## src/rtl/swo_decoder_ctrl.sv

```systemverilog
// -----------------------------------------------------------------------------
// swo_decoder_ctrl
//
// Controls the SWO Manchester decoder and the SWO UART/NRZ decoder. It holds
// both decoders in reset and then releases them so that it can detect which
// encoding is present. It locks onto the decoder that wins, and it scans again
// when the link is lost. Each decoder signals a byte by toggling its avail
// line. The controller turns the winner's toggles into a valid/ready byte
// stream through a small show-ahead FIFO.
//
// Ports
//   clk         module clock (shared with both decoders)
//   rst         asynchronous active-high reset
//   enable      low forces IDLE and flushes the FIFO
//   forceMode   00/11 auto-detect, 01 Manchester only, 10 UART only
//   manchAvail  Manchester byte indicator (toggle per byte)
//   manchByte   Manchester completed byte
//   uartAvail   UART byte indicator (toggle per byte)
//   uartByte    UART completed byte
//   manchRst    reset to the Manchester decoder
//   uartRst     reset to the UART decoder
//   outByte     FIFO head byte (0 when empty)
//   outValid    FIFO non-empty
//   outReady    consumer accepts head byte when outValid && outReady
//   mode        00 none, 01 Manchester locked, 10 UART locked
//   locked      high while in LOCKED
//   overflow    sticky, set when a byte is dropped on a full FIFO
//   clearOvf    single-cycle clear of overflow (a set in the same cycle wins)
// -----------------------------------------------------------------------------
module swo_decoder_ctrl #(
    parameter int TIMEOUT_W  = 20,
    parameter int LOCK_BYTES = 4,
    parameter int FIFO_DEPTH = 8
) (
    input  logic       clk,
    input  logic       rst,
    input  logic       enable,
    input  logic [1:0] forceMode,
    input  logic       manchAvail,
    input  logic [7:0] manchByte,
    input  logic       uartAvail,
    input  logic [7:0] uartByte,
    output logic       manchRst,
    output logic       uartRst,
    output logic [7:0] outByte,
    output logic       outValid,
    input  logic       outReady,
    output logic [1:0] mode,
    output logic       locked,
    output logic       overflow,
    input  logic       clearOvf
);

    localparam int AW = $clog2(FIFO_DEPTH);

    typedef enum logic [1:0] {
        ST_IDLE    = 2'd0,
        ST_SCAN    = 2'd1,
        ST_LOCKED  = 2'd2,
        ST_RESTART = 2'd3
    } state_t;

    state_t                 state_reg, state_next;
    logic                   win_reg, win_next;          // 0 = Manchester, 1 = UART
    logic [1:0]             force_prev_reg;
    logic                   prev_manch_reg, prev_uart_reg;
    logic                   manch_rst_d_reg, uart_rst_d_reg;
    logic [3:0]             cnt_manch_reg, cnt_manch_next;
    logic [3:0]             cnt_uart_reg, cnt_uart_next;
    logic [TIMEOUT_W-1:0]   timer_reg, timer_next;
    logic [1:0]             mode_reg;
    logic                   locked_reg;
    logic                   overflow_reg, overflow_next;
    logic [AW:0]            wr_ptr_reg, rd_ptr_reg;
    logic [7:0]             mem [FIFO_DEPTH];

    // ------------------------------------------------------------------
    // Byte event detection. A toggle counts only when the decoder was out
    // of reset in the previous cycle. This masks the glitch that a decoder
    // can produce on its avail line as it leaves reset.
    // ------------------------------------------------------------------
    logic ev_manch, ev_uart;
    assign ev_manch = (manchAvail != prev_manch_reg) && !manch_rst_d_reg;
    assign ev_uart  = (uartAvail  != prev_uart_reg)  && !uart_rst_d_reg;

    logic force_auto, force_changed;
    assign force_auto    = (forceMode[0] == forceMode[1]);
    assign force_changed = (forceMode != force_prev_reg);

    logic [3:0] cnt_manch_inc, cnt_uart_inc;
    logic       manch_hit, uart_hit;
    assign cnt_manch_inc = cnt_manch_reg + 4'(ev_manch);
    assign cnt_uart_inc  = cnt_uart_reg  + 4'(ev_uart);
    assign manch_hit     = ev_manch && (cnt_manch_inc == 4'(LOCK_BYTES));
    assign uart_hit      = ev_uart  && (cnt_uart_inc  == 4'(LOCK_BYTES));

    logic       win_ev;
    logic [7:0] win_byte;
    assign win_ev   = win_reg ? ev_uart  : ev_manch;
    assign win_byte = win_reg ? uartByte : manchByte;

    // Link loss is declared on the idle cycle in which the timer reaches
    // all-ones. This applies in auto mode only.
    logic [TIMEOUT_W-1:0] timer_inc;
    logic                 timeout;
    assign timer_inc = timer_reg + TIMEOUT_W'(1);
    assign timeout   = force_auto && !win_ev && (timer_inc == '1);

    // ------------------------------------------------------------------
    // FSM: state register
    // ------------------------------------------------------------------
    always_ff @(posedge clk or posedge rst) begin
        if (rst) begin
            state_reg <= ST_IDLE;
            win_reg   <= 1'b0;
        end else begin
            state_reg <= state_next;
            win_reg   <= win_next;
        end
    end

    // ------------------------------------------------------------------
    // FSM: next-state logic
    // ------------------------------------------------------------------
    always_comb begin
        state_next = state_reg;
        win_next   = win_reg;
        if (!enable) begin
            state_next = ST_IDLE;
        end else begin
            case (state_reg)
                ST_IDLE, ST_RESTART: begin
                    if (forceMode == 2'b01) begin
                        state_next = ST_LOCKED;
                        win_next   = 1'b0;
                    end else if (forceMode == 2'b10) begin
                        state_next = ST_LOCKED;
                        win_next   = 1'b1;
                    end else begin
                        state_next = ST_SCAN;
                    end
                end
                ST_SCAN: begin
                    if (force_changed) begin
                        state_next = ST_RESTART;
                    end else if (manch_hit) begin
                        // Manchester is checked first, so it wins a tie.
                        state_next = ST_LOCKED;
                        win_next   = 1'b0;
                    end else if (uart_hit) begin
                        state_next = ST_LOCKED;
                        win_next   = 1'b1;
                    end
                end
                ST_LOCKED: begin
                    if (force_changed) begin
                        state_next = ST_RESTART;
                    end else if (timeout) begin
                        state_next = ST_SCAN;
                    end
                end
                default: state_next = ST_IDLE;
            endcase
        end
    end

    // ------------------------------------------------------------------
    // FSM: decoder reset outputs
    // ------------------------------------------------------------------
    always_comb begin
        manchRst = 1'b1;
        uartRst  = 1'b1;
        case (state_reg)
            ST_SCAN: begin
                manchRst = 1'b0;
                uartRst  = 1'b0;
            end
            ST_LOCKED: begin
                manchRst = win_reg;
                uartRst  = !win_reg;
            end
            default: begin
                manchRst = 1'b1;
                uartRst  = 1'b1;
            end
        endcase
    end

    // ------------------------------------------------------------------
    // Counters, timer, edge history and registered status
    // ------------------------------------------------------------------
    always_comb begin
        cnt_manch_next = 4'd0;
        cnt_uart_next  = 4'd0;
        timer_next     = '0;
        if (state_reg == ST_SCAN && state_next == ST_SCAN) begin
            cnt_manch_next = cnt_manch_inc;
            cnt_uart_next  = cnt_uart_inc;
        end
        if (state_reg == ST_LOCKED && state_next == ST_LOCKED) begin
            timer_next = win_ev ? '0 : timer_inc;
        end
    end

    always_ff @(posedge clk or posedge rst) begin
        if (rst) begin
            force_prev_reg  <= 2'b00;
            prev_manch_reg  <= 1'b0;
            prev_uart_reg   <= 1'b0;
            manch_rst_d_reg <= 1'b1;
            uart_rst_d_reg  <= 1'b1;
            cnt_manch_reg   <= 4'd0;
            cnt_uart_reg    <= 4'd0;
            timer_reg       <= '0;
            mode_reg        <= 2'b00;
            locked_reg      <= 1'b0;
        end else begin
            force_prev_reg  <= forceMode;
            prev_manch_reg  <= manchAvail;
            prev_uart_reg   <= uartAvail;
            manch_rst_d_reg <= manchRst;
            uart_rst_d_reg  <= uartRst;
            cnt_manch_reg   <= cnt_manch_next;
            cnt_uart_reg    <= cnt_uart_next;
            timer_reg       <= timer_next;
            locked_reg      <= (state_next == ST_LOCKED);
            if (state_next == ST_LOCKED) begin
                mode_reg <= win_next ? 2'b10 : 2'b01;
            end else begin
                mode_reg <= 2'b00;
            end
        end
    end

    assign mode   = mode_reg;
    assign locked = locked_reg;

    // ------------------------------------------------------------------
    // Show-ahead FIFO. The read is combinational from the array so that a
    // byte written in cycle N is already at the head in cycle N+1.
    // ------------------------------------------------------------------
    logic fifo_empty, fifo_full, rd_en, wr_req, wr_en, drop;
    assign fifo_empty = (wr_ptr_reg == rd_ptr_reg);
    assign fifo_full  = (wr_ptr_reg[AW] != rd_ptr_reg[AW]) &&
                        (wr_ptr_reg[AW-1:0] == rd_ptr_reg[AW-1:0]);
    assign rd_en      = !fifo_empty && outReady;
    assign wr_req     = enable && (state_reg == ST_LOCKED) && win_ev;
    // A write to a full FIFO succeeds only if a read frees a slot in the same cycle.
    assign wr_en      = wr_req && (!fifo_full || rd_en);
    assign drop       = wr_req && fifo_full && !rd_en;

    always_ff @(posedge clk) begin
        if (wr_en) begin
            mem[wr_ptr_reg[AW-1:0]] <= win_byte;
        end
    end

    always_comb begin
        overflow_next = overflow_reg;
        if (drop) begin
            overflow_next = 1'b1;
        end else if (clearOvf) begin
            overflow_next = 1'b0;
        end
    end

    always_ff @(posedge clk or posedge rst) begin
        if (rst) begin
            wr_ptr_reg   <= '0;
            rd_ptr_reg   <= '0;
            overflow_reg <= 1'b0;
        end else begin
            overflow_reg <= overflow_next;
            if (!enable) begin
                wr_ptr_reg <= '0;
                rd_ptr_reg <= '0;
            end else begin
                if (wr_en) begin
                    wr_ptr_reg <= wr_ptr_reg + (AW+1)'(1);
                end
                if (rd_en) begin
                    rd_ptr_reg <= rd_ptr_reg + (AW+1)'(1);
                end
            end
        end
    end

    assign outValid = !fifo_empty;
    assign outByte  = fifo_empty ? 8'h00 : mem[rd_ptr_reg[AW-1:0]];
    assign overflow = overflow_reg;

endmodule
```

## config.mk

```make
export PLATFORM = sky130hd
export DESIGN_NAME = swo_decoder_ctrl
export DESIGN_NICKNAME = d
export VERILOG_FILES = /design/src/rtl/swo_decoder_ctrl.sv
export SDC_FILE = /design/constraint.sdc
export NUM_CORES = 1
export LEC_CHECK = 0
export BUFFER_PORTS_ARGS = -buffer_cell sky130_fd_sc_hd__buf_2
export CORE_ASPECT_RATIO = 0.75
export CORE_UTILIZATION = 25
export DETAILED_ROUTE_END_ITERATION = 8
export GPL_TIMING_DRIVEN = 0
export MAX_ROUTING_LAYER = met4
export PLACE_DENSITY_LB_ADDON = 0.15
export SLEW_MARGIN = 20
export SYNTH_ARGS = -nofsm -noshare
export SYNTH_HDL_FRONTEND = slang
export SYNTH_SLANG_ARGS = --single-unit
```

## constraint.sdc

```tcl
create_clock -name clk -period 3.3 [get_ports clk]
set_input_delay 0.33 -clock clk [delete_from_list [all_inputs] [get_ports clk]]
set_output_delay 0.33 -clock clk [all_outputs]
set_load 0.02 [all_outputs]
```

======== Word level (Yosys, flattened, before mapping) ========
Memories as Yosys holds them, arrays and structs flattened.
Index checks and enable logic that the tools add are counted.
operators by class
  muxes and demuxes ....................... 35
  $add $sub $neg .......................... 5
  equality and inequality tests ........... 19
  reduce and logical (&&, ||, !) cells .... 26
operators with widths
  kind                                           number
  two-way mux 20 bit                             2
  two-way mux 4 bit                              6
  adder 20 x 1 -> 20 bit, second input constant  1
  == test 20 bit, second input constant          1
  two-way mux 2 bit                              10
  two-way mux 8 bit                              2
  logical AND 1 bit                              15
  two-way mux 1 bit                              11
  adder 4 x 1 -> 4 bit                           2
  adder 4 x 1 -> 4 bit, second input constant    2
  == test 2 bit, second input constant           4
  == test 4 x 3 -> 1 bit, second input constant  2
  logical NOT 1 bit                              7
  == test 2 x 1 -> 1 bit, second input constant  3
  one-hot mux 1 bit (2 select lines)             3
  one-hot mux 2 bit (3 select lines)             1
  == test 4 bit                                  1
  != test 2 x 1 -> 1 bit, second input constant  2
  == test 3 bit                                  1
  != test 1 bit                                  3
  logical NOT 2 bit                              1
  != test 2 bit                                  1
  nonzero test 2 bit                             1
  OR reduction 2 bit                             1
  other kinds (2)                                2
word-level totals
  word-level logic and storage cells ...... 101
  memories kept ........................... 1
  output and inout bits ................... 15
  input port bits ......................... 25
  memory bits (writable) .................. 64
  register bits after elaboration ......... 49
memories
  memory  depth  bits a word  rd ports  clocked after memory_dff  write ports  line  text
  mem     8      8            1         0                         1            75    logic [7:0] mem [FIFO_DEPTH];

======== Depth between registers and ports, before layout ========
Gate-level depths: netlist of run 1.
  word-level depth ........................ 13
  mapped depth ............................ 11
  gate-level depth less buffers ........... 10

======== Worst setup path after synthesis of run 1 ========
No wires, ideal clock.
  path type ............................... register to register
  from .................................... register prev_uart_reg
  to ...................................... register cnt_manch_reg[2]
  library setup time ...................... 0.106 ns
  buffers on the path ..................... 1
  arrival ................................. 2.345 ns
  path slack .............................. 0.849 ns
  clock period less this slack ............ 2.451 ns
  required time ........................... 3.194 ns
  cell stages (with the launch flop) ...... 12
  cells stage by stage .................... dfrtp_1 xnor2_1 nor2_1 ha_1 ha_1 xnor2_1 nor3_1 a32o_1 o311ai_0 o21a_2 buf_6 nor4b_1
between the ends
  longest elaborated chain between the ends .. 13
  elaborated cells on any way between the ends .. 19
  classes of those cells .................. add/sub (1); eq/ne (3); mux (9); reduce/logical (6)
RTL lines
  item                                                                line      text
  start: declaration                                                  66        logic prev_manch_reg, prev_uart_reg;
  start signal: assignment                                            220       prev_uart_reg <= uartAvail;
  != test 1 bit (*)                                                   84        assign ev_uart = (uartAvail != prev_uart_reg) && !uart_rst_d_reg;
  logical AND 1 bit (*)                                               84
  adder 4 x 1 -> 4 bit / two-way mux 1 bit (equally long branches)    93, 99
  == test 4 x 3 -> 1 bit / logical NOT 1 bit (equally long branches)  95, 107
  logical AND 1 bit, on equally long branches                         95, 107
  two-way mux 2 bit / logical AND 1 bit (equally long branches)       150, 107
  two-way mux 2 bit, on equally long branches                         146, 158
  two-way mux 2 bit, on equally long branches                         144, 156
  one-hot mux 2 bit (3 select lines) (*)                              131       case (state_reg)
  two-way mux 2 bit (*)                                               128       if (!enable) begin
  == test 2 x 1 -> 1 bit (*)                                          196       if (state_reg == ST_SCAN && state_next == ST_SCAN) begin
  logical AND 1 bit (*)                                               196
  two-way mux 4 bit (*)                                               196
  named net cnt_manch_next[2]                                         68        logic [3:0] cnt_manch_reg, cnt_manch_next;
  end signal: assignment                                              223       cnt_manch_reg <= cnt_manch_next;
  end: declaration                                                    68
Mark *: on every way through the listed nets, which the timed path passes. The rest lies on a longest branch.
A chain may end at the register's enable or synchronous reset.

======== Worst setup path in the final report of run 1 ========
  from .................................... register prev_uart_reg
  to ...................................... memory mem[4][6], enable pin
between the ends
  longest elaborated chain between the ends .. 7
RTL lines
  item                                     line  text
  != test 1 bit                            84
  logical AND 1 bit                        84
  two-way mux 1 bit                        99    assign win_ev = win_reg ? ev_uart : ev_manch;
  logical AND 1 bit                        247   assign wr_req = enable && (state_reg == ST_LOCKED) && win_ev;
  logical AND 1 bit                        249   assign wr_en = wr_req && (!fifo_full || rd_en);
  two-way mux 1 bit                        253   if (wr_en) begin
  two-way mux 1 bit (not written as such)  254   mem[wr_ptr_reg[AW-1:0]] <= win_byte;
  end: declaration                         75
Every way passes these cells.

==> results of run 1 <==
==> cell usage in the layout (no fill, tap or decap), drive strengths merged, types with 2 or more instances in the layout <==
cell type / synthesis / layout
a21oi: 3 / 3
a31oi: 2 / 2
and2: 6 / 6
and3: 3 / 3
and4: 2 / 2
buf: 8 / 49
clkbuf: 10 / 27
clkinv: 0 / 5
clkinvlp: 0 / 5
dfrtp: 47 / 47
dfstp: 2 / 2
edfxtp: 64 / 64
ha: 12 / 12
inv: 14 / 18
mux2: 8 / 8
mux2i: 10 / 10
mux4: 16 / 16
nand2: 17 / 17
nand2b: 3 / 3
nand3: 13 / 13
nand4: 5 / 5
nor2: 24 / 24
nor2b: 7 / 7
nor3: 19 / 19
nor3b: 5 / 5
nor4: 14 / 14
nor4b: 7 / 7
o2111ai: 2 / 2
o211a: 2 / 2
o21a: 2 / 2
o21ai: 5 / 5
o32ai: 2 / 2
or2: 5 / 5
or3: 7 / 7
or4: 5 / 5
xnor2: 17 / 17
xor2: 17 / 17
==> repair_timing <==
| action | CTS | global route |
|---|---|---|
| resized for setup | 0 | 3 |
| endpoints found under the hold margin | 17 | 0 |
| endpoints found under the setup margin | 1 | 2 |
| hold buffers | 1 | 0 |
==> worst max-delay path by stage <==
stage / start / end / cells past startpoint
final: prev_uart_reg$_DFF_PP0_ / mem[4][6]$_DFFE_PP_ / 6
after global routing: rd_ptr_reg[0]$_DFFE_PP0P_ / outByte[1] / 5
after CTS: rd_ptr_reg[1]$_DFFE_PP0P_ / outByte[3] / 6
after detailed placement: uartAvail / wr_ptr_reg[3]$_DFFE_PP0P_ / 8
after global placement: uartAvail / mem[0][5]$_DFFE_PP_ / 7
after floorplan: prev_uart_reg$_DFF_PP0_ / cnt_manch_reg[2]$_DFF_PP0_ / 11
==> final cells by class <==
class | instances | area share [%]
inverter | 14 | 0.809
sequential | 113 | 48.5
clock inverter | 15 | 2.08
multi-input combinational | 249 | 31.6
buffer | 17 | 1.33
tap | 282 | 5.43
timing repair buffer | 43 | 3.70
clock buffer | 17 | 6.55
==> per-stage QoR <==
step,hold slack [ns],area [µm²]
5_1_grt,0.0411,6500
3_3_place_gp,0.463,5870
4_1_cts,0.0317,6490
6_report,0.0529,6500
2_1_floorplan,0.361,5330
3_5_place_dp,0.360,5930
==> cells in the mapped netlist, types with 4 or more instances <==
cell | n | area share (%)
edfxtp_1 | 64 | 36
dfrtp_1 | 47 | 22
nor2_1 | 24 | 1.7
nor3_1 | 18 | 1.7
nand2_1 | 17 | 1.2
xnor2_1 | 17 | 2.8
xor2_1 | 17 | 2.8
mux4_2 | 16 | 6.8
inv_1 | 14 | 0.99
nand3_1 | 13 | 1.2
nor4_1 | 13 | 1.5
ha_1 | 12 | 2.8
clkbuf_1 | 10 | 0.70
mux2i_1 | 10 | 1.9
mux2_2 | 8 | 1.7
nor2b_1 | 7 | 0.82
or3_1 | 7 | 0.82
and2_1 | 6 | 0.70
nor3b_1 | 5 | 0.70
nor4b_1 | 5 | 0.82
o21ai_0 | 5 | 0.47
or2_2 | 5 | 0.59
or4_1 | 5 | 0.70
nand4_1 | 4 | 0.47
==> metal layers <==
| layer | part of all wire, % | up-vias | routed length [µm] |
|---|---|---|---|
| met3 | 3.6 | 9 | 455 |
| met5 | 0 | - | 0 |
| met2 | 44 | 61 | 5470 |
| met1 | 52 | 1698 | 6440 |
| met4 | 0.91 | 0 | 113 |
| li1 | - | 1608 | - |
==> cells by family (layout without fill, tap and decap cells) <==
logic type               after synthesis  after routing  share of synthesized area, %
AO/OA/AOI/OAI                         26             26                          3.71
adder cells (fa/ha/maj)               12             12                          2.82
multiplexers                          34             34                          10.3
AND/OR/NAND/NOR                      143            143                          15.7
buffers and inverters                 32            106                          2.65
flip-flops                           113            113                          59.1
XOR/XNOR                              34             34                          5.59
==> power by group <==
| group | total, mW | leakage (nW) | internal, mW | switching, mW |
|---|---|---|---|---|
| clock network | 1.72 | 0.262 | 1.04 | 0.678 |
| logic | 0.831 | 0.907 | 0.273 | 0.558 |
| registers | 1.65 | 1.24 | 1.62 | 0.0306 |
| total | 4.20 | 2.41 | 2.93 | 1.27 |
==> worst reg2reg max path: cells and delay by family (launching register included) <==
| kind | cells | cell delay (ns) |
|---|---|---|
| DFF | 1 | 0.38 |
| AOI/OAI and AO/OA | 2 | 0.85 |
| and+or+nand+nor | 2 | 0.94 |
| buffers and inverters | 1 | 0.39 |
| xor gates and xnor gates | 1 | 0.14 |
==> out/metrics.csv, run 1 <==
stage,metric,value,unit
outcome,outcome,finished clean,
global_routing,grt_util_met3,3.41,%
floorplan,die_w,171,µm
min_path,hp-class,input port to register,
floorplan,core_area,20600,µm²
worst_setup_path,critical_path.max_fanout,10,
timing,post-route-min-period,3.08,ns
clock_network,clock_path_buffers,2,
timing,setup_slack,0.220,ns
synth,ys_warn_count,0,
layout,drive_gt1_share,26.5,%
power_and_ir_drop,power_density,646,nW/µm²
synth,synth_cell_types,53,
timing,rsz0062_at_grt,no,
clock_network,clock-sinks,113,
worst_setup_path,max_stage_delay,0.79,ns
timing,max_freq,0.325,GHz
power_and_ir_drop,power_leakage,2.41,nW
clock_network,cts_tree,built,
timing,maxSlewHeadroom,32.1,%
worst_setup_path,crit_arrival,3.11,ns
min_path,worstHoldStart,manchAvail,
timing,fin_setup_tns,0,ns
timing,fin_worst_skew,0.00748,ns
synth,synth_edf_count,64,
layout,fin_util,31.6,%
worst_setup_path,end_kind,register,
clock_network,path_clk_slew,0.05,ns
placed_design,pre_cts_ws,0.105,ns
timing,tightest_slew,1.01,ns
clock_network,cts_made_buffers,17,
synth,synth-seq-cells,113,
global_routing,grt_pass1_vias,3455,
synth,syn_area,5330,µm²
layout,synthToLayoutAreaGrowth,22.0,%
layout,regArea,3150,µm²
worst_setup_path,crit_buf_inv,1,
layout,largest_register_ffs,64,
detailed_routing,vias,3376,
floorplan,ios,40,
worst_setup_path,start_kind,register,
floorplan,die_y,128,µm
global_routing,grt_util_met2,18.7,%
layout,fillers,2051,
detailed_routing,wl,12.5,mm
run,cap_viol_max_count,0,
worst_setup_path,ff2ff_setup_slack,0.22,ns
worst_setup_path,cp_cell_sequence,xnor2_1 -> o32ai_1 -> clkbuf_1 -> o211a_1 -> nand2b_1 -> nor2_1,
power_and_ir_drop,ir_worst_vdd,0.308,mV
placed_design,dp_hpwl,8.92,mm
timing,report.final.slew_viol_count,0,
timing,setup_violations,0,
detailed_routing,avgRoutedWirePerCell,16.6,µm
placed_design,numPortBuffers,39,
synth,syn_inst,394,
synth,synth_flop_cell,edfxtp_1,
global_routing,grt_use_total,13.0,%
worst_setup_path,r2r-end,mem[4][6]$_DFFE_PP_,
synth,syn_nets,431,
detailed_routing,drt-initial-drc-count,233,
worst_setup_path,worst-setup-path-type,register to register,
clock_network,cts_root_buf,clkbuf_16,
detailed_routing,drc,0,
global_routing,grt_overflow_total,0,
floorplan,die-area,21900,µm²
layout,stdcell_count,750,
timing,hold_violations,0,
layout,nets,492,
global_routing,grt_pass1_wl,20.1,mm
floorplan,fp-row-count,45,
placed_design,gp_congestion,0.785,
layout,antenna_cells,0,
min_path,hold_path_end,prev_manch_reg$_DFF_PP0_,
synth,postSynthAreaPerCell,13.5,µm²
global_routing,antenna_found_initial,0,
clock_network,post_cts.repair.setup_buffers,0,
detailed_routing,via_per_inst,4.50,
layout,multi_input_area,2060,µm²
global_routing,use_met1,17.7,%
synth,async_reset_ff_share,43.4,%
power_and_ir_drop,p_total,4.20,mW
global_routing,busiest_layer,met2,
detailed_routing,first_pass_iters,4,
min_path,hold_depth,1,
worst_setup_path,cp_top_family,simple AND/OR/NAND/NOR gates,
clock_network,h-tree-depth,4,
worst_setup_path,cpMaxStageDelayCell,nor2_1,
synth,ys_seq_area_share,59.1,%
clock_network,clk_latency,0.41,ns
worst_setup_path,r2r_start,prev_uart_reg$_DFF_PP0_,
floorplan,start_util,25.9,%
placed_design,place_inst,718,
timing,fin_crit_sh,93.3,%
worst_setup_path,crit_required,3.33,ns
worst_setup_path,reg2reg_depth,6,
detailed_routing,ant_nets,0,
global_routing,grt_max_degree,33,
No activity file was read; power rests on OpenSTA's default activity.
==> run 2, diff against run 1 <==
--- a/config.mk
+++ b/config.mk
@@ -9,7 +9,6 @@
 export CORE_ASPECT_RATIO = 0.75
 export CORE_UTILIZATION = 25
 export DETAILED_ROUTE_END_ITERATION = 8
-export GPL_TIMING_DRIVEN = 0
 export MAX_ROUTING_LAYER = met4
 export PLACE_DENSITY_LB_ADDON = 0.15
 export SLEW_MARGIN = 20
==> run 2 against run 1 <==
Effect of this change:
- clock-buffer cell count did not move
- flip-flop and latch count did not move
- setup slack improved by 0.30 ns
- cell area rose by 0.39%
- largest cell class unchanged
- largest power group unchanged
- highest routed layer unchanged
==> out/metrics.csv, run 2 (synthesis gave the netlist of run 1 again) <==
stage,metric,value,unit
layout,finish.instance_area,6520,µm²
timing,post-route-min-period,2.78,ns
clock_network,h-tree-depth,4,
timing,fin_crit_sh,84.1,%
global_routing,grt_pass1_wl,19.8,mm
global_routing,grt_max_degree,28,
worst_setup_path,crit_required,3.60,ns
timing,setup_slack,0.523,ns
detailed_routing,vias,3407,
worst_setup_path,ff2ff_setup_slack,0.52,ns
global_routing,grt_overflow_total,0,
floorplan,die_y,128,µm
detailed_routing,via_per_inst,4.54,
detailed_routing,drc,0,
outcome,outcome,finished clean,
worst_setup_path,crit_arrival,3.08,ns
layout,layout.cells.most_common,edfxtp_1,
floorplan,core_area,20600,µm²
min_path,hold_path_end,prev_manch_reg$_DFF_PP0_,
clock_network,path_clk_slew,0.05,ns
run,cap_viol_max_count,0,
worst_setup_path,end_kind,register,
global_routing,antenna_found_initial,0,
placed_design,gp_congestion,0.774,
clock_network,clock-sinks,113,
worst_setup_path,r2r_start,prev_manch_reg$_DFF_PP0_,
layout,stdcell_count,750,
layout,final_cell_mix,"edfxtp_1 (64), dfrtp_1 (47), buf_2 (39)",
timing,max_freq,0.360,GHz
timing,rsz0062_at_grt,no,
clock_network,cts_root_buf,clkbuf_16,
min_path,worstHoldStart,manchAvail,
power_and_ir_drop,ir_worst_vdd,0.303,mV
detailed_routing,first_pass_iters,4,
timing,hold_ws,0.0549,ns
global_routing,grt_pass1_vias,3633,
placed_design,pre_cts_ws,0.409,ns
timing,setup_violations,0,
clock_network,clk_latency,0.41,ns
floorplan,die-area,21900,µm²
clock_network,cts-resized-gates,0,
clock_network,cts_made_buffers,17,
power_and_ir_drop,power_leakage,2.43,nW
timing,report.final.slew_viol_count,0,
placed_design,post_dp_cell_area,5950,µm²
layout,nets,492,
placed_design,dp_hpwl,8.19,mm
clock_network,cts_tree,built,
min_path,hp-class,input port to register,
floorplan,die_w,171,µm
worst_setup_path,start_kind,register,
placed_design,numPortBuffers,39,
detailed_routing,ant_nets,0,
timing,maxSlewHeadroom,51.2,%
power_and_ir_drop,power_density,642,nW/µm²
worst_setup_path,reg2reg_depth,11,
min_path,hold_depth,1,
worst_setup_path,r2r-end,timer_reg[14]$_DFF_PP0_,
layout,fin_util,31.7,%
layout,drive_gt1_share,28.0,%
placed_design,place_inst,717,
layout,synthToLayoutAreaGrowth,22.5,%
floorplan,start_util,25.9,%
detailed_routing,drt-initial-drc-count,189,
detailed_routing,avgRoutedWirePerCell,16.3,µm
worst_setup_path,critical_path.max_fanout,24,
layout,antenna_cells,0,
clock_network,clock_path_buffers,2,
layout,largest_register_ffs,64,
detailed_routing,wl,12.2,mm
power_and_ir_drop,p_total,4.19,mW
worst_setup_path,cpMaxStageDelayCell,dfrtp_1,
worst_setup_path,max_stage_delay,0.37,ns
worst_setup_path,cp_cell_sequence,xnor2_1 -> nor2_1 -> ha_1 -> ha_1 -> nor2_1 -> nor4b_1 -> a32o_1 -> o311ai_0 -> o21a_2 -> buf_12 -> nor4_1,
timing,hold_violations,0,
worst_setup_path,worst-setup-path-type,register to register,
timing,fin_worst_skew,0.0130,ns
timing,tightest_slew,0.732,ns
floorplan,ios,40,
timing,fin_setup_tns,0,ns
global_routing,grt_use_total,12.7,%
floorplan,fp-row-count,45,
-- run 2: changes by cell type in the layout (fill, tap and decap cells not counted), moves of 2 or more --
cell      delta
nor3_2       -2
buf_2        -2
buf_4       +14
clkinv_4     +5
clkbuf_1     -9
inv_6        -3
nor3_1       +2
-- run 2: critical path, delay by kind of cell (launching register included) --
family,cells,cell delay (ns)
simple gates,4,0.80
compound gates,3,0.56
fa+ha+maj,2,0.49
flops,1,0.37
xor+xnor,1,0.25
buf+inv,1,0.18
-- run 2: worst max-delay path by stage --
stage	start	endpoint	slack [ns]
after floorplan	prev_uart_reg$_DFF_PP0_	cnt_manch_reg[2]$_DFF_PP0_	0.85
after global placement	manchAvail	timer_reg[19]$_DFF_PP0_	0.53
after detailed placement	manchAvail	timer_reg[14]$_DFF_PP0_	0.41
after CTS	prev_manch_reg$_DFF_PP0_	timer_reg[14]$_DFF_PP0_	0.45
after global routing	prev_manch_reg$_DFF_PP0_	timer_reg[14]$_DFF_PP0_	0.24
final	prev_manch_reg$_DFF_PP0_	timer_reg[14]$_DFF_PP0_	0.52
-- run 2: routing by layer --
layer	track usage [%]	share of wire (%)	vias up
met5	-	0	-
met3	2.95	2.5	7
met4	5.09	0.96	0
met2	18.4	45	42
li1	-	-	1607
met1	17.0	52	1751
-- run 2: area by class of cell --
cell class	count	area, µm²
multi-input combinational	249	2030
clock inverter	15	140
tap	282	353
inverter	14	52.6
clock buffer	17	425
fill	2071	14000
sequential	113	3150
timing repair buffer	60	368
-- run 2: power breakdown --
part	internal, mW	total [mW]	leakage (nW)	switching, mW
logic	0.292	0.837	0.928	0.544
registers	1.62	1.65	1.24	0.0301
clock network	1.04	1.70	0.265	0.666
total	2.95	4.19	2.43	1.24
-- run 2: what timing repair did --
| item | CTS | global route |
|---|---|---|
| setup buffers | 0 | 0 |
| hold buffers | 1 | 0 |
| hold endpoints to repair | 9 | 0 |
==> run 3, diff against run 2 <==
==> constraint.sdc (replaced) <==
create_clock -name clk -period 2.39 [get_ports clk]
set_input_delay 0.239 -clock clk [delete_from_list [all_inputs] [get_ports clk]]
set_output_delay 0.239 -clock clk [all_outputs]
set_load 0.02 [all_outputs]
==> run 3 against run 2 <==
Effect of this change:
- largest power group unchanged
- die area did not move
- routed wire length rose by 4.7%
- sequential share of layout area shrank 4.5 points
- sequential power grew 38%
- highest routed layer unchanged
- via count is 2.6% higher
- the run now ends with hold timing, setup timing left
- critical path depth did not move
- first-iteration DRC count grew 6.3%
- clock skew decreased by 0.0026 ns
==> out/metrics.csv, run 3 (synthesis gave the netlist of run 1 again) <==
stage,metric,value,unit
outcome,outcome,"finished, violations left",
outcome,failed_checks,"hold timing, setup timing",
worst_setup_path,r2r-end,timer_reg[17]$_DFF_PP0_,
global_routing,antenna_found_initial,0,
power_and_ir_drop,p_comb_share,23.8,%
worst_setup_path,reg2reg_depth,11,
layout,final_cell_mix,"edfxtp_1 (64), buf_4 (47), dfrtp_1 (46)",
layout,drive_gt1_share,40.8,%
placed_design,gp_congestion,0.791,
detailed_routing,drc,0,
placed_design,numPortBuffers,39,
clock_network,cts_made_buffers,17,
timing,rsz0062_at_grt,yes,
detailed_routing,vias,3496,
floorplan,die_y,128,µm
floorplan,core_area,20600,µm²
detailed_routing,drt-initial-drc-count,201,
min_path,hp-class,input port to register,
timing,maxSlewHeadroom,51.1,%
timing,tightest_slew,0.734,ns
power_and_ir_drop,p_int,4.28,mW
clock_network,clock-sinks,113,
timing,post-route-min-period,2.50,ns
clock_network,clock_path_buffers,2,
worst_setup_path,crit_arrival,2.79,ns
timing,hold_violations,1,
timing,fin_crit_sh,105,%
min_path,worstHoldStart,manchAvail,
layout,synthToLayoutAreaGrowth,35.1,%
timing,setup_violations,32,
worst_setup_path,worst-setup-path-type,register to register,
power_and_ir_drop,pwr-share-clk,39.4,%
placed_design,dp_hpwl,8.52,mm
timing,setup_slack,-0.113,ns
floorplan,die_w,171,µm
floorplan,die-area,21900,µm²
timing,max_freq,0.400,GHz
floorplan,start_util,25.9,%
min_path,hold_path_end,prev_manch_reg$_DFF_PP0_,
power_and_ir_drop,switching_share,30.9,%
power_and_ir_drop,power_density,860,nW/µm²
clock_network,hold_buffers,2,
worst_setup_path,ff2ff_setup_slack,-0.11,ns
power_and_ir_drop,switching_power,1.91,mW
worst_setup_path,critical_path.max_fanout,12,
power_and_ir_drop,ir_worst_vdd,0.436,mV
clock_network,h-tree-depth,4,
global_routing,grt_pass1_vias,3617,
clock_network,cts_root_buf,clkbuf_16,
layout,fin_util,35.0,%
layout,largest_register_ffs,64,
clock_network,cts_tree,built,
run,cap_viol_max_count,0,
detailed_routing,ant_nets,0,
clock_network,clk_latency,0.42,ns
global_routing,grt_pass1_wl,20.1,mm
timing,hold_ws,-0.0239,ns
layout,nets,529,
detailed_routing,avgRoutedWirePerCell,16.3,µm
timing,fin_worst_skew,0.0103,ns
clock_network,path_clk_slew,0.05,ns
worst_setup_path,crit_required,2.68,ns
global_routing,grt_max_degree,27,
worst_setup_path,start_kind,register,
worst_setup_path,r2r_start,prev_manch_reg$_DFF_PP0_,
detailed_routing,first_pass_iters,4,
placed_design,pre_cts_ws,-0.208,ns
floorplan,ios,40,
power_and_ir_drop,p_seq_share,36.9,%
floorplan,fp-row-count,45,
worst_setup_path,end_kind,register,
layout,layout.cells.most_common,edfxtp_1,
detailed_routing,via_per_inst,4.44,
timing,report.final.slew_viol_count,0,
global_routing,grt_overflow_total,0,
power_and_ir_drop,power_leakage,2.75,nW
global_routing,grt_use_total,12.7,%
detailed_routing,wl,12.8,mm
min_path,hold_depth,1,
layout,antenna_cells,0,
-- run 3: how the worst max path moves through the flow --
stage	from	endpoint	slack, ns	cells after the start
final	prev_manch_reg$_DFF_PP0_	timer_reg[17]$_DFF_PP0_	-0.11	11
after global routing	prev_uart_reg$_DFF_PP0_	cnt_manch_reg[2]$_DFF_PP0_	-0.25	11
after CTS	prev_manch_reg$_DFF_PP0_	timer_reg[14]$_DFF_PP0_	-0.06	11
after detailed placement	manchAvail	timer_reg[18]$_DFF_PP0_	-0.21	12
after global placement	manchAvail	timer_reg[11]$_DFF_PP0_	-0.18	12
after floorplan	prev_uart_reg$_DFF_PP0_	cnt_manch_reg[2]$_DFF_PP0_	0.01	11
-- run 3: worst max-delay path, cell delays in order (launching register included) --
cell and delay [ns]:
dfrtp_1 0.39, xnor2_2 0.17, nor2_1 0.07, ha_2 0.19
ha_4 0.29, nor2_4 0.04, nor4b_4 0.12, a32o_2 0.26
o311ai_2 0.29, o21a_2 0.28, clkbuf_16 0.21, nor4_1 0.06
-- run 3: final cells by class --
cell class / instances / area [µm²]
Multi-Input combinational cell: 249 / 2330
Fill cell: 2000 / 13400
Clock buffer: 17 / 425
Inverter: 14 / 52.6
Sequential cell: 113 / 3150
Timing Repair Buffer: 97 / 732
Clock inverter: 15 / 148
Tap cell: 282 / 353
-- run 3: routing by layer --
layer  vias up  share of wire (%)  global-route usage (%)
li1       1676                  -                       -
met4         0                1.2                    4.56
met3        13                3.2                    2.95
met2        55                 45                    18.2
met5         -                  0                       -
met1      1752                 51                    17.4
-- run 3: power groups by stage --
| stage | Combinational, mW | Sequential (mW) | Clock (mW) |
|---|---|---|---|
| 2_1_floorplan | 0.748 | 2.33 | 0 |
| 3_3_place_gp | 1.25 | 2.31 | 0 |
| 3_5_place_dp | 1.26 | 2.31 | 0 |
| 4_1_cts | 1.37 | 2.28 | 2.50 |
| 5_1_grt | 1.60 | 2.29 | 2.58 |
| 6_report | 1.47 | 2.28 | 2.43 |
-- run 3: what timing repair did --
item,in CTS,in global routing
cloned,0,2
endpoints found under the setup margin,41,78
buffers inserted,1,0
gates resized for setup,33,20
endpoints found under the hold margin,26,1
pin swaps,2,0
-- run 3: per-stage QoR --
| step | setup TNS, ns | std cells | power (mW) | area, µm² |
|---|---|---|---|---|
| floorplan | 0 | 394 | 3.08 | 5350 |
| global placement | -4.45 | 750 | 3.56 | 6240 |
| detailed placement | -4.27 | 750 | 3.57 | 6240 |
| CTS | -1.25 | 785 | 6.14 | 7040 |
| global route | -6.99 | 787 | 6.47 | 7190 |
| finish | -2.66 | 787 | 6.19 | 7190 |
